## src/rtl/fetch_ctrl.sv

```systemverilog
// fetch_ctrl: instruction-fetch sequencer.
// Owns the program counter and runs a single-outstanding req/gnt/rvalid fetch
// on the instruction bus. Presents one instruction at a time to decode, with a
// one-entry skid buffer for a response that lands while decode is stalled.
// Trap/jump redirects flush the output and skid and discard any in-flight fetch.
//
// Ports
//   clk_i, rst_i                  clock, synchronous active-high reset
//   trap_flag_i/trap_addr_i       trap redirect (wins over jump)
//   jump_flag_i/jump_addr_i       branch/jump redirect
//   hold_i                        decode stall
//   ibus_req_o/ibus_addr_o        fetch request and its address
//   ibus_gnt_i                    request accepted
//   ibus_rvalid_i/ibus_rdata_i    read response
//   pc_o                          address of next instruction to request
//   inst_o/inst_addr_o            instruction to decode and its address
//   inst_valid_o                  inst_o valid; consumed when !hold_i
module fetch_ctrl #(
  parameter int unsigned       ADDR_W     = 32,
  parameter int unsigned       DATA_W     = 32,
  parameter logic [ADDR_W-1:0] RESET_ADDR = '0,
  parameter logic [ADDR_W-1:0] PC_STEP    = ADDR_W'(1),
  parameter logic [DATA_W-1:0] NOP_INST   = DATA_W'(32'h0000_0013)
) (
  input  logic              clk_i,
  input  logic              rst_i,
  input  logic              trap_flag_i,
  input  logic [ADDR_W-1:0] trap_addr_i,
  input  logic              jump_flag_i,
  input  logic [ADDR_W-1:0] jump_addr_i,
  input  logic              hold_i,
  output logic              ibus_req_o,
  output logic [ADDR_W-1:0] ibus_addr_o,
  input  logic              ibus_gnt_i,
  input  logic              ibus_rvalid_i,
  input  logic [DATA_W-1:0] ibus_rdata_i,
  output logic [ADDR_W-1:0] pc_o,
  output logic [DATA_W-1:0] inst_o,
  output logic [ADDR_W-1:0] inst_addr_o,
  output logic              inst_valid_o
);

  typedef enum logic [2:0] {
    ST_IDLE  = 3'd0,
    ST_FETCH = 3'd1,
    ST_WAIT  = 3'd2,
    ST_HOLD  = 3'd3,
    ST_DROP  = 3'd4
  } state_e;

  state_e            state_q, state_d;
  logic [ADDR_W-1:0] pc_q, pc_d;
  logic [ADDR_W-1:0] req_addr_q, req_addr_d;
  logic [DATA_W-1:0] inst_q, inst_d;
  logic [ADDR_W-1:0] inst_addr_q, inst_addr_d;
  logic              inst_valid_q, inst_valid_d;
  logic              skid_valid_q, skid_valid_d;
  logic [DATA_W-1:0] skid_data_q, skid_data_d;
  logic [ADDR_W-1:0] skid_addr_q, skid_addr_d;

  logic              redirect;
  logic [ADDR_W-1:0] redirect_addr;
  logic              granted;

  // Request is a pure decode of registered state; address is the PC itself,
  // so both stay stable until the grant.
  assign ibus_req_o    = (state_q == ST_FETCH) && !skid_valid_q;
  assign ibus_addr_o   = pc_q;
  assign granted       = ibus_req_o && ibus_gnt_i;
  assign redirect      = trap_flag_i || jump_flag_i;
  assign redirect_addr = trap_flag_i ? trap_addr_i : jump_addr_i;

  assign pc_o          = pc_q;
  assign inst_o        = inst_q;
  assign inst_addr_o   = inst_addr_q;
  assign inst_valid_o  = inst_valid_q;

  // Next-state and datapath
  always_comb begin
    state_d      = state_q;
    pc_d         = pc_q;
    req_addr_d   = req_addr_q;
    inst_d       = inst_q;
    inst_addr_d  = inst_addr_q;
    inst_valid_d = inst_valid_q;
    skid_valid_d = skid_valid_q;
    skid_data_d  = skid_data_q;
    skid_addr_d  = skid_addr_q;

    // Output slot consumed; any load below overrides this.
    if (inst_valid_q && !hold_i) begin
      inst_valid_d = 1'b0;
      inst_d       = NOP_INST;
    end

    unique case (state_q)
      ST_IDLE: state_d = ST_FETCH;

      ST_FETCH: begin
        if (granted) begin
          req_addr_d = pc_q;
          if (redirect) begin
            state_d = ST_DROP;
          end else begin
            pc_d    = pc_q + PC_STEP;
            state_d = ST_WAIT;
          end
        end
      end

      ST_WAIT: begin
        if (ibus_rvalid_i) begin
          if (redirect) begin
            state_d = ST_FETCH;
          end else if (inst_valid_q && hold_i) begin
            skid_valid_d = 1'b1;
            skid_data_d  = ibus_rdata_i;
            skid_addr_d  = req_addr_q;
            state_d      = ST_HOLD;
          end else begin
            inst_d       = ibus_rdata_i;
            inst_addr_d  = req_addr_q;
            inst_valid_d = 1'b1;
            state_d      = ST_FETCH;
          end
        end else if (redirect) begin
          state_d = ST_DROP;
        end
      end

      ST_HOLD: begin
        if (redirect) begin
          state_d = ST_FETCH;
        end else if (!hold_i) begin
          inst_d       = skid_data_q;
          inst_addr_d  = skid_addr_q;
          inst_valid_d = 1'b1;
          skid_valid_d = 1'b0;
          state_d      = ST_FETCH;
        end
      end

      ST_DROP: begin
        if (ibus_rvalid_i) begin
          state_d = ST_FETCH;
        end
      end

      default: state_d = ST_IDLE;
    endcase

    // Flush wins over hold and over any load above.
    if (redirect) begin
      pc_d         = redirect_addr;
      inst_valid_d = 1'b0;
      inst_d       = NOP_INST;
      skid_valid_d = 1'b0;
    end
  end

  // State and datapath registers
  always_ff @(posedge clk_i) begin
    if (rst_i) begin
      state_q      <= ST_IDLE;
      pc_q         <= RESET_ADDR;
      req_addr_q   <= RESET_ADDR;
      inst_q       <= NOP_INST;
      inst_addr_q  <= '0;
      inst_valid_q <= 1'b0;
      skid_valid_q <= 1'b0;
      skid_data_q  <= NOP_INST;
      skid_addr_q  <= '0;
    end else begin
      state_q      <= state_d;
      pc_q         <= pc_d;
      req_addr_q   <= req_addr_d;
      inst_q       <= inst_d;
      inst_addr_q  <= inst_addr_d;
      inst_valid_q <= inst_valid_d;
      skid_valid_q <= skid_valid_d;
      skid_data_q  <= skid_data_d;
      skid_addr_q  <= skid_addr_d;
    end
  end

endmodule

```

## config.mk

```make
export PLATFORM = sky130hd
export DESIGN_NAME = fetch_ctrl
export DESIGN_NICKNAME = d
export VERILOG_FILES = /design/src/rtl/fetch_ctrl.sv
export SDC_FILE = /design/constraint.sdc
export NUM_CORES = 1
export LEC_CHECK = 0
export BUFFER_PORTS_ARGS = -buffer_cell sky130_fd_sc_hd__buf_2
export CORE_ASPECT_RATIO = 1.4
export CORE_MARGIN = 8
export CORE_UTILIZATION = 25
export CTS_CLUSTER_DIAMETER = 80
export DETAILED_ROUTE_END_ITERATION = 7
export GPL_ROUTABILITY_DRIVEN = 0
export PLACE_DENSITY = 0.45
export SLEW_MARGIN = 10
export SYNTH_ARGS = -nofsm -noshare
export SYNTH_HDL_FRONTEND = slang
export SYNTH_SLANG_ARGS = --single-unit
```

## constraint.sdc

```tcl
create_clock -name clk_i -period 1.95 [get_ports clk_i]
set_input_delay 0.195 -clock clk_i [delete_from_list [all_inputs] [get_ports clk_i]]
set_output_delay 0.195 -clock clk_i [all_outputs]
set_load 0.005 [all_outputs]
```

# ---- After elaboration in Yosys (flattened, before gate mapping)
# Index checks and enable logic that the tools add are counted.
dict set report word_totals {
  register_bits 197
  latch_bits 0
  ramBits 0
  romBits 0
  in_bits 103
  out_inout_bits 130
  memories 0
}
dict set report op_classes {
  add_sub_neg 1
  mul 0
  n_div 0
  n_lt_le_gt_ge 0
  eq_ne 14
  shift 0
  n_mux 34
  n_bitwise 1
  n_reduce_logical 18
}
# op n
set ops {}
lappend ops {{two-way mux 32 bit} 13}
lappend ops {{case mux 32 bit (2 select lines)} 2}
lappend ops {{adder 32 x 1 -> 32 bit, second input constant} 1}
lappend ops {{two-way mux 3 bit} 7}
lappend ops {{inequality test 2 bit, second input constant} 8}
lappend ops {{case mux 3 bit (5 select lines)} 1}
lappend ops {{AND reduction 4 bit} 3}
lappend ops {{two-way mux 1 bit} 7}
lappend ops {{== test 3 x 2 -> 1 bit, second input constant} 2}
lappend ops {{inequality test 3 bit, second input constant} 2}
lappend ops {{AND reduction 6 bit} 1}
lappend ops {{nonzero test 2 bit} 3}
lappend ops {{logical AND 1 bit} 4}
lappend ops {{two-way mux 2 bit} 2}
lappend ops {{case mux 1 bit (2 select lines)} 2}
lappend ops {{AND reduction 2 bit} 2}
lappend ops {{== test 3 x 1 -> 1 bit, second input constant} 1}
lappend ops {{== test 3 bit, second input constant} 1}
lappend ops {{logical NOT 3 bit} 1}
lappend ops {{logical NOT 1 bit} 2}
lappend ops {{OR reduction 2 bit} 1}
lappend ops {{logical OR 1 bit} 1}
lappend ops {{inverter 1 bit} 1}

# ---- Longest topological paths before layout
dict set report depth {
  depth_word 6
  ltp_mapped 8
}

# ---- Worst setup path after synthesis
# OpenSTA, ideal clock, no wires.
dict set report synth_timing {
  kind {register to register}
  start {register state_q[2]}
  end {register pc_q[5] (netlist: ibus_addr_o[5])}
  setup_time_ns 0.130
  t_arrival_ns 1.863
  required_time_ns 1.820
  path_slack_ns -0.043
  stages_incl_launch_ff 7
  path_buffers 0
  cell_sequence {dfxtp_1 or4b_4 inv_1 nand2_2 or3_1 a222oi_1 nor3_1}
}
dict set report synth_between {
  elab_chain_cells 5
  word_cells_on_any_way 6
  cone_classes {eq/ne (1); reduce/logical (5)}
}
# element line
set synth_lines {}
lappend synth_lines {{start: declaration} 51} ;# state_e state_q, state_d;
lappend synth_lines {{start signal: assignment} 174} ;# state_q <= state_d;
lappend synth_lines {{== test 3 x 1 -> 1 bit} 67} ;# assign ibus_req_o = (state_q == ST_FETCH) && !skid_valid_q;
lappend synth_lines {{logical AND 1 bit} 67}
lappend synth_lines {{net ibus_req_o} 32} ;# output logic ibus_req_o,
lappend synth_lines {{logical AND 1 bit} 69} ;# assign granted = ibus_req_o && ibus_gnt_i;
lappend synth_lines {{nonzero test 2 bit (no line)} n/a}
lappend synth_lines {{AND reduction 2 bit (no line)} n/a}
lappend synth_lines {{end signal: assignment} 175} ;# pc_q <= pc_d;
lappend synth_lines {{end: declaration} 52} ;# logic [ADDR_W-1:0] pc_q, pc_d;
# The timed path passes the listed nets, and every way through them passes these cells.
# A chain may end at the register's enable or synchronous reset.

# ---- Worst setup path in the final report
dict set report layout_timing {
  start {register state_q[1]}
  end {register pc_q[5] (netlist: ibus_addr_o[5])}
}
dict set report layout_between {
  elab_chain_cells 5
  word_cells_on_any_way 6
  cone_classes {eq/ne (1); reduce/logical (5)}
}
# element line
set layout_lines {}
lappend layout_lines {{== test 3 x 1 -> 1 bit *} {67, 96}}
lappend layout_lines {{logical AND 1 bit} 67}
lappend layout_lines {{logical AND 1 bit} 69}
lappend layout_lines {{nonzero test 2 bit (no line)} n/a}
lappend layout_lines {{AND reduction 2 bit (no line) *} n/a}
# Every way passes the cells marked *; elsewhere a longest branch is shown, timed or not.

==> flow_metrics.py <==
metrics = {
    "global_route": {
        "grt_util_all_layers_pct": 16.2,
        "antenna_found_initial": 6,
        "grt_max_degree": 164,
        "grt_pass1_wl_mm": 52.1,
        "overflow": 0,
        "grt_pass1_vias": 8861,
    },
    "route": {
        "ant_nets": 0,
        "viasPerCell": 4.92,
        "dr.pass1.iters": 6,
        "totalWireLength_mm": 33.3,
        "num_vias": 8910,
        "drt_iter0_drc": 547,
        "drc_errors": 0,
        "wl_per_cell_microns": 18.4,
    },
    "yosys": {
        "synthXorXnorAreaFrac_pct": 1.42,
        "synth_compound_area_share_pct": 21.3,
        "ys_ff_latch": 197,
        "synth.cell_area_sq_um": 8620,
        "ys_warn_count": 0,
        "synth_simple_gate_area_share_pct": 23.8,
        "synthMuxAreaShare_pct": 0.247,
        "synth-seq-area-share_pct": 45.7,
        "async_flop_share_pct": 0,
        "syn_avg_cell_area_sq_um": 7.95,
        "synth_cells": 1084,
        "synth_fa_ha_area_share_pct": 0.145,
        "synth_top_family_by_area": "simple AND/OR/NAND/NOR gates",
        "synth_cell_type_count": 63,
        "synth_top_flop_cell": "dfxtp_1",
        "syn_nets": 1188,
        "synth_edf_count": 0,
    },
    "power_and_ir_drop": {
        "ir_worst_vdd_mv": 0.590,
        "power.leakage_nw": 4.55,
        "power_density_nw_per_um2": 784,
    },
    "die": {
        "dieHeight_microns": 236,
        "die_w_microns": 173,
        "std_cell_rows": 80,
        "num_io_pins": 233,
        "core_sq_um": 34000,
        "initial_core_util_pct": 25.3,
        "die-area_sq_um": 40800,
    },
    "min_path": {
        "hp-class": "input port to register",
    },
    "status": {
        "outcome": "finished with violations",
        "violations": "negative setup slack",
    },
    "timing": {
        "fmax_mhz": 504,
        "min_period_ns": 1.98,
        "tightestPinTransition_ns": 1.04,
        "fin_ws_ns": -0.0342,
        "slew_viol_final": 0,
        "rsz0062_at_grt": "true",
        "holdWs_ns": 0.0336,
        "slew-limit-headroom_pct": 30.4,
        "finalSetupViolations": 1,
        "hold_violations": 0,
        "fin_crit_sh_pct": 102,
        "fin_worst_skew_ns": 0.0110,
        "fin_tns_setup_ns": -0.0342,
    },
    "clock_network": {
        "cts_tree": "done",
        "cts-root-buf": "clkbuf_16",
        "clkTransAtPathRegs_ns": 0.07,
        "clockBufferDepth": 2,
        "cts_sinks": 197,
        "htree_levels": 4,
        "cts_made_buffers": 17,
        "clk-insertion-delay-late_ns": 0.45,
    },
    "layout": {
        "finalInstanceArea_sq_um": 11700,
        "nets": 1452,
        "drive_gt1_share_pct": 28.9,
        "post-route-util_pct": 34.4,
        "multi_input_area_sq_um": 4160,
        "seq_area_sq_um": 3950,
        "syn2layout_area_growth_pct": 35.9,
        "fillers": 3707,
    },
    "placed_design": {
        "dpl.hpwl_mm": 24.1,
        "placed_area_sq_um": 10700,
        "io_buffers": 232,
    },
    "setup_path": {
        "cp.required_ns": 2.25,
        "worst-path-max-fanout": 5,
        "critPathArrivalTime_ns": 2.29,
        "worstPathCellList": "or4b_4 -> inv_4 -> nand2_4 -> or3_4 -> a222oi_1 -> nor3_1",
        "cpMaxStageDelayCell": "or4b_4",
        "cp-end-kind": "register",
        "crit_type": "register to register",
        "startpoint_type": "register",
        "worst_path_largest_cell_delay_ns": 0.60,
    },
    "flow_run": {
        "maxCapViolCount": 0,
    },
}
[flip-flops by register name, summed over array words and instances, names as in the netlist]
name / flops
inst_valid_o: 1
skid_data_q: 32
inst_addr_o: 32
ibus_addr_o: 32
inst_o: 32
skid_addr_q: 32
state_q: 3
req_addr_q: 32
skid_valid_q: 1
[Yosys cell counts, types with 4 or more instances]
| cell type | instances | area [sq um] |
|---|---|---|
| buf_4 | 32 | 240 |
| o21ai_0 | 17 | 85.1 |
| nand4_1 | 13 | 81.3 |
| nor2_1 | 88 | 330 |
| buf_2 | 10 | 50.1 |
| a21o_1 | 4 | 30.0 |
| nand3_1 | 49 | 245 |
| and3_1 | 4 | 25.0 |
| a22oi_1 | 14 | 105 |
| nor2b_1 | 4 | 25.0 |
| a211oi_1 | 7 | 52.6 |
| or3_1 | 7 | 43.8 |
| xor2_1 | 6 | 52.6 |
| and4_1 | 4 | 35.0 |
| nor4_1 | 4 | 25.0 |
| a311oi_1 | 33 | 289 |
| a31oi_1 | 5 | 31.3 |
| clkbuf_1 | 75 | 282 |
| nor3_1 | 16 | 80.1 |
| xnor2_1 | 8 | 70.1 |
| a222oi_1 | 33 | 330 |
| a21oi_1 | 119 | 596 |
| nand2_1 | 250 | 938 |
| inv_1 | 14 | 52.6 |
| dfxtp_1 | 197 | 3940 |
| o22ai_1 | 16 | 100 |
[layer usage]
metal	wire length [microns]	vias to the layer above	track usage, %
met5	81	-	0
met2	16400	255	27.5
met3	1920	51	4.49
met1	14100	4238	19.2
li1	-	4354	-
met4	812	12	5.68
[critical path, delay by kind of cell (launching register included)]
family          cells  cell delay, ns
compound gates      1            0.29
simple gates        4            1.14
flops               1            0.32
buf+inv             1            0.10
[timing repair]
action | 4_1_cts | 5_1_grt
gates resized for setup | 5 | 18
setup endpoints to repair | 7 | 48
endpoints found under the hold margin | 49 | 0
hold buffers | 33 | 0
pin swaps | 2 | 6
buffers inserted | 2 | 3
[path summary, 6_finish.rpt]
path	startpoint	end	slack (ns)	cells past startpoint
min reg2reg	skid_data_q[30]	skid_data_q[30]	0.45	2
max reg2reg	state_q[1]	ibus_addr_o[5]	-0.03	6
min	trap_addr_i[0]	ibus_addr_o[0]	0.03	3
max	state_q[1]	ibus_addr_o[5]	-0.03	6
[power breakdown]
part	switching, mW	leakage, nW	internal (mW)
Sequential	0.0710	1.60	4.12
Clock	1.63	0.287	2.00
Combinational	0.800	2.67	0.572
Total	2.50	4.55	6.69
[stage by stage]
| stage | total power, mW | setup WS, ns | instances |
|---|---|---|---|
| after floorplan | 4.92 | -0.0420 | 1084 |
| after CTS | 9.30 | -0.0572 | 1807 |
| after global placement | 5.55 | -0.0512 | 1742 |
| final | 9.18 | -0.0342 | 1811 |
| after global routing | 9.59 | -0.115 | 1810 |
| after detailed placement | 5.55 | -0.0850 | 1742 |
[cell families after synthesis]
kind of cell,count (synthesis)
xor+xnor,14
simple gates,464
flops,197
buf+inv,133
fa+ha+maj,1
compound gates,273
mux,2
[cell usage in the layout, fill, tap and decap left out, drive strengths merged, types with 3 or more instances in the layout]
master,netlist,final
o21ai,17,17
or3,7,7
nand4,13,13
nand2b,3,3
nor4,7,7
dfxtp,197,197
a311oi,33,33
buf,44,331
o211ai,3,3
clkbuf,75,21
a211oi,8,8
and3,4,4
o22ai,16,16
xor2,6,6
o31ai,3,3
nor2,89,89
or4,3,3
inv,14,17
nand3,50,50
nor3,17,17
dlygate4sd3,0,33
nor2b,4,4
nand3b,3,3
a31oi,5,5
a22oi,14,14
a2bb2oi,3,3
nand2,251,251
clkinv,0,3
and4,4,4
a21o,4,4
a222oi,33,33
a21oi,119,119
xnor2,8,8
[area by class of cell]
class | instances | area share [%]
inverter | 14 | 0.470
timing repair buffer | 364 | 20.5
clock inverter | 9 | 1.03
sequential | 197 | 33.7
tap | 451 | 4.82
clock buffer | 21 | 4.02
multi-input combinational | 754 | 35.5
antenna | 1 | 0.0214
No activity file was read; power rests on OpenSTA's default activity.
